**config.mk**
```make
export PLATFORM = sky130hd
export DESIGN_NAME = shift_reg_multi
export DESIGN_NICKNAME = d
export VERILOG_FILES = /design/src/rtl/shift_reg_pkg.sv /design/src/rtl/shift_reg_popcnt.sv /design/src/rtl/shift_reg_multi.sv
export SDC_FILE = /design/constraint.sdc
export NUM_CORES = 1
export LEC_CHECK = 0
export BUFFER_PORTS_ARGS = -buffer_cell sky130_fd_sc_hd__buf_2
export CELL_PAD_IN_SITES_DETAIL_PLACEMENT = 0
export CELL_PAD_IN_SITES_GLOBAL_PLACEMENT = 1
export CORE_UTILIZATION = 38
export DETAILED_ROUTE_END_ITERATION = 16
export GPL_TIMING_DRIVEN = 0
export PLACE_DENSITY = 0.87
export SYNTH_ARGS = -nofsm -noshare
export SYNTH_HDL_FRONTEND = slang
export SYNTH_SLANG_ARGS = --single-unit
```
**constraint.sdc**
```tcl
create_clock -name clk_i -period 1.41 [get_ports clk_i]
set_input_delay 0.0705 -clock clk_i [delete_from_list [all_inputs] [get_ports clk_i]]
set_output_delay 0.0705 -clock clk_i [all_outputs]
set_load 0.02 [all_outputs]
```
**src/rtl/shift_reg_pkg.sv**
```systemverilog
// Shared types and width helpers for the multi-mode shift register family.
package shift_reg_pkg;

    typedef enum logic [1:0] {
        SHIFT_FWD = 2'b00,
        SHIFT_REV = 2'b01,
        ROT_FWD   = 2'b10,
        LOAD      = 2'b11
    } mode_e;

    // Tap select needs at least one bit even for a single addressable stage.
    function automatic int sel_width(input int n);
        return (n > 1) ? $clog2(n) : 1;
    endfunction

    function automatic int cnt_width(input int n);
        return $clog2(n + 1);
    endfunction

endpackage

```
**src/rtl/shift_reg_popcnt.sv**
```systemverilog
// Population count of an N-bit vector; result wide enough to hold N.
module shift_reg_popcnt
    import shift_reg_pkg::*;
#(
    parameter int N = 4
) (
    input  logic [N-1:0]             bits_i,
    output logic [$clog2(N+1)-1:0]   cnt_o
);

    localparam int CW = cnt_width(N);

    always_comb begin
        cnt_o = '0;
        for (int i = 0; i < N; i++) begin
            cnt_o = cnt_o + CW'(bits_i[i]);
        end
    end

endmodule

```
**src/rtl/shift_reg_multi.sv**
```systemverilog
// Multi-mode shift register with per-stage valid flags: forward/reverse shift,
// rotate, parallel load, runtime tap, occupancy count and synchronous clear.
module shift_reg_multi
    import shift_reg_pkg::*;
#(
    parameter  int Width = 8,
    parameter  int Size  = 3,
    localparam int SelW  = sel_width(Size),
    localparam int CntW  = cnt_width(Size)
) (
    input  logic                    clk_i,
    input  logic                    rst_ni,
    input  logic                    en_i,
    input  logic                    clr_i,
    input  logic [1:0]              mode_i,
    input  logic [Width-1:0]        data_i,
    input  logic                    valid_i,
    input  logic [Width*Size-1:0]   load_i,
    input  logic [SelW-1:0]         tap_sel_i,
    output logic [Width-1:0]        data_o,
    output logic                    valid_o,
    output logic [Width-1:0]        head_o,
    output logic                    head_valid_o,
    output logic [Width-1:0]        tap_o,
    output logic                    tap_valid_o,
    output logic [CntW-1:0]         count_o,
    output logic                    full_o
);

    logic [Width*Size-1:0] stg_q, stg_d;
    logic [Size-1:0]       vld_q, vld_d;
    mode_e                 mode;

    assign mode = mode_e'(mode_i);

    // Stage k lives at stg[k*Width +: Width]; stage 0 is the head.
    always_comb begin
        stg_d = stg_q;
        vld_d = vld_q;
        if (clr_i) begin
            stg_d = '0;
            vld_d = '0;
        end else if (en_i) begin
            case (mode)
                SHIFT_FWD: begin
                    stg_d = {stg_q[Width*(Size-1)-1:0], data_i};
                    vld_d = {vld_q[Size-2:0], valid_i};
                end
                SHIFT_REV: begin
                    stg_d = {data_i, stg_q[Width*Size-1:Width]};
                    vld_d = {valid_i, vld_q[Size-1:1]};
                end
                ROT_FWD: begin
                    stg_d = {stg_q[Width*(Size-1)-1:0], stg_q[Width*Size-1 -: Width]};
                    vld_d = {vld_q[Size-2:0], vld_q[Size-1]};
                end
                LOAD: begin
                    stg_d = load_i;
                    vld_d = '1;
                end
                default: begin
                    stg_d = stg_q;
                    vld_d = vld_q;
                end
            endcase
        end
    end

    always_ff @(posedge clk_i or negedge rst_ni) begin
        if (!rst_ni) begin
            stg_q <= '0;
            vld_q <= '0;
        end else begin
            stg_q <= stg_d;
            vld_q <= vld_d;
        end
    end

    assign data_o       = stg_q[Width*Size-1 -: Width];
    assign valid_o      = vld_q[Size-1];
    assign head_o       = stg_q[Width-1:0];
    assign head_valid_o = vld_q[0];

    // Out-of-range selects (non-power-of-2 Size) match no stage and read as zero.
    always_comb begin
        tap_o       = '0;
        tap_valid_o = 1'b0;
        for (int k = 0; k < Size; k++) begin
            if (tap_sel_i == SelW'(k)) begin
                tap_o       = stg_q[k*Width +: Width];
                tap_valid_o = vld_q[k];
            end
        end
    end

    shift_reg_popcnt #(
        .N (Size)
    ) u_popcnt (
        .bits_i (vld_q),
        .cnt_o  (count_o)
    );

    assign full_o = (count_o == CntW'(Size));

endmodule
```
==> tab_implementation.tex <==
\begin{tabular}{lr}
\hline
Metric & Value \\
\hline
\multicolumn{2}{l}{\textbf{Clock network}} \\
Clock transition at the registers of the reported paths & 0.10 ns \\
Sinks on the clock net & 27 \\
\# H-tree levels & 1 \\
Number of buffers created by CTS & 3 \\
Maximum clock path buffer count & 2 \\
TritonCTS clock tree & yes \\
Clk Tree Root Cell & clkbuf\_8 \\
Skew-Pair Late Insertion Delay & 0.27 ns \\
\multicolumn{2}{l}{\textbf{STA}} \\
Hold WS & approximately 0.091 ns \\
Total of endpoints with negative setup slack in the final report & 2 \\
Transition time of the tightest slew-check pin & 0.6601 ns \\
Final clock period utilization by the worst path & 112.0\% \\
Max Clk Rate & 633.4 MHz \\
Worst max-slew margin expressed relative to the limit & 55.99\% \\
Setup WS post-layout & -0.1687 ns \\
Max Transition Viols Final & 0 \\
Unrepaired setup endpoints after global routing & true \\
Maximum clock skew at final layout & about 0.0015 ns \\
Final critical-path required period & 1.579 ns \\
Final hold viol count & 0 \\
\multicolumn{2}{l}{\textbf{Placement}} \\
DP Wirelength & 4.097 mm \\
Final weighted congestion in routability-driven placement & slightly below 0.8 \\
IO Port Bufs & 65 \\
Post-place setup slack & between 0.01 and 0.015 ns \\
\multicolumn{2}{l}{\textbf{Global routing}} \\
Wire length of the first global-routing pass & 9.570 mm \\
Grt total ovfl & 0 \\
Global Route Usage Sum & 21.15\% \\
Via count of the first global-routing pass & 1808 \\
Largest net degree at the start of global routing & 28 \\
Antenna violations before repair & 0 \\
\multicolumn{2}{l}{\textbf{Floorplanning}} \\
Number of placement rows & 26 \\
Die area & just under 0.006 mm2 \\
Height of the die & 76.55 um \\
Starting density of the core & 40.32\% \\
\# IOs & 71 \\
Horizontal die dimension & 76.55 um \\
Standard cell core area & roughly 0.0052 mm2 \\
\multicolumn{2}{l}{\textbf{Setup path}} \\
Crit-path max cell delay & 0.57 ns \\
Critical path class & reg -> out \\
Critical-path top delay cell & fa\_2 \\
CP arrival & about 1.5 ns \\
Crit Path Max Fanout & 2 \\
Worst path bufs/invs & 1 \\
Critical path data required time & $\sim$1.3 ns \\
Sort of element at the start of the critical path & flop \\
Gate family responsible for the most delay along the worst path & adder cells \\
List of cells traversed by the critical path & fa\_2 -> and2\_4 -> buf\_6 \\
Critical Path End Type & primary output \\
\multicolumn{2}{l}{\textbf{Logic synthesis}} \\
Top-area cell type share of the netlist area & a little under a third \\
Leading post-synthesis cells by cell area & dfrtp\_1, mux2i\_1, mux4\_2 \\
Post-Syn Area & 0.002112 mm2 \\
Top cells by instance count after synthesis & mux2i\_1, dfrtp\_1, nor2\_1, nand2b\_1, buf\_4 \\
Count of flip-flops with a built-in enable after synthesis & 0 \\
Synth warnings & 0 \\
Mean cell area of the mapped netlist & 10.06 um2 \\
Library cell occupying the most area in the post-synthesis netlist & dfrtp\_1 \\
Proportion of synthesized flip-flops having asynchronous set or reset & 100.0\% \\
Most common cell in the netlist & mux2i\_1 \\
Number of unique standard cell types used by synthesis & 26 \\
Post-Syn Nets & about 250 \\
Dominant register cell in the synthesized netlist & dfrtp\_1 \\
Synth Register Bits & 27 \\
Mapped Cells & 210 \\
Portion of the post-synthesis area used by sequential elements & 31.99\% \\
\multicolumn{2}{l}{\textbf{Routing}} \\
DRC violation count after routing & 0 \\
Vias per cell & 5.292 \\
Wire per inst & between 15 and 20 um \\
Number of nets still failing antenna checks after routing & 0 \\
Detailed-route wire length & slightly above 6 mm \\
Number of DRC markers in iteration 0 & 157 \\
Number of detailed-route iterations in the first pass & 4 \\
Total number of vias & 1868 \\
\multicolumn{2}{l}{\textbf{Hold path}} \\
Class of the tightest hold or removal check & in -> reg \\
\multicolumn{2}{l}{\textbf{Power}} \\
Power per Cell Area & 756.3 mW/mm2 \\
Lkg Pwr & 1.327 nW \\
Worst-case vdd ir drop & 0.0003696 V \\
\multicolumn{2}{l}{\textbf{Layout}} \\
Count of antenna diodes in the layout & 0 \\
Fraction of layout cells with a size suffix above 1 & 43.46\% \\
Synthesis-to-finish area growth & 23.93\% \\
Nets & 326 \\
\multicolumn{2}{l}{\textbf{Job}} \\
Number of maximum-capacitance constraint violations & 0 \\
\multicolumn{2}{l}{\textbf{Outcome}} \\
Failing checks & setup timing \\
Result of the run & finished with violations \\
\hline
\end{tabular}
==> per-stage QoR <==
step	utilization (%)	std cells	area, um2	setup TNS, ns	total power [mW]
after floorplan	-	210	2116	0	1.307
after global placement	48.28	345	2529	0	1.505
after detailed placement	48.28	345	2529	0	1.516
after CTS	49.95	353	2616	-0.2918	1.985
after global routing	49.98	353	2618	-0.3544	2.070
final	49.98	353	2618	-0.2593	1.980
==> cell type report <==
class | instances | area (um2)
Fill cell | 500 | 2620
Buffer | 35 | 276.5
Sequential cell | 27 | 678.2
Timing Repair Buffer | 69 | 364.1
Inverter | 1 | 3.754
Clock buffer | 4 | 45.04
Tap cell | 70 | 87.58
Multi-Input combinational cell | 147 | 1162
==> layout by cell type, fill, tap and decap left out <==
cell           instances
buf_2                 69
mux2i_1               34
nor2_1                25
dfrtp_1               25
buf_4                 21
nand2b_1              20
a211o_1               16
o21ai_0               13
nand2_1                9
o21ai_2                8
mux4_2                 8
buf_6                  6
clkbuf_1               5
o21ai_1                4
clkbuf_8               3
buf_12                 2
dfrtp_2                2
clkbuf_2               1
nor2b_1                1
and2_4                 1
nand2b_4               1
inv_1                  1
nor3_1                 1
o32ai_1                1
o221ai_1               1
a21oi_1                1
o22ai_1                1
a311oi_1               1
fa_2                   1
dlygate4sd3_1          1
==> where the power goes <==
| group | total [mW] | internal, mW | leakage, nW | switching, mW |
|---|---|---|---|---|
| logic | 0.635 | 0.300 | 0.944 | 0.335 |
| clock network | 0.465 | 0.203 | 0.0228 | 0.262 |
| registers | 0.880 | 0.822 | 0.360 | 0.0580 |
| total | 1.98 | 1.33 | 1.33 | 0.654 |
==> state kept, by name, summed over array words and instances, names as in the netlist <==
signal / cells
stg_q: 24
vld_q: 3
==> metal layers <==
layer	wire length (um)	GRT usage, %	up-vias	part of all wire, %
li1	-	-	874	-
met1	2775	29.64	915	46
met2	2906	34.68	77	48
met3	354	2.275	2	5.8
met4	23	5.385	0	0.38
met5	0	0	-	0
==> cells by family (layout without fill, tap and decap cells) <==
family	Yosys count	in the layout	share of synthesized area (%)
buffers and inverters	36	109	13.21
DFF	27	27	31.99
and+or+nand+nor	58	58	13.45
AOI/OAI and AO/OA	46	46	15.76
adders and majority gates	1	1	0.9479
muxes	42	42	24.64
==> worst reg2reg max path, stage by stage, from the launching register on <==
cell and delay, ns:
dfrtp_1 0.43, mux4_2 0.47, mux2i_1 0.16, nor2_1 0.05
==> worst paths after layout <==
path / depth (start not counted) / end / from / slack [ns]
worst min-delay path: 3 / stg_q[23] / clr_i / 0.09
worst max register to register: 3 / stg_q[1] / stg_q[9] / 0.17
min in group asynchronous: 2 / stg_q[8] / rst_ni / 0.34
worst min register to register: 2 / stg_q[15] / stg_q[15] / 0.59
max in group asynchronous: 2 / vld_q[2] / rst_ni / 0.60
worst max-delay path: 3 / full_o / vld_q[1] / -0.17
==> timing repair <==
action	4_1_cts	5_1_grt
pin swaps	2	1
buffers inserted	3	0
hold buffers	1	0
hold endpoints to repair	27	0
endpoints found under the setup margin	2	7
gates cloned	0	0
gates resized for setup	5	2
Power figures use the tool's default switching activity.
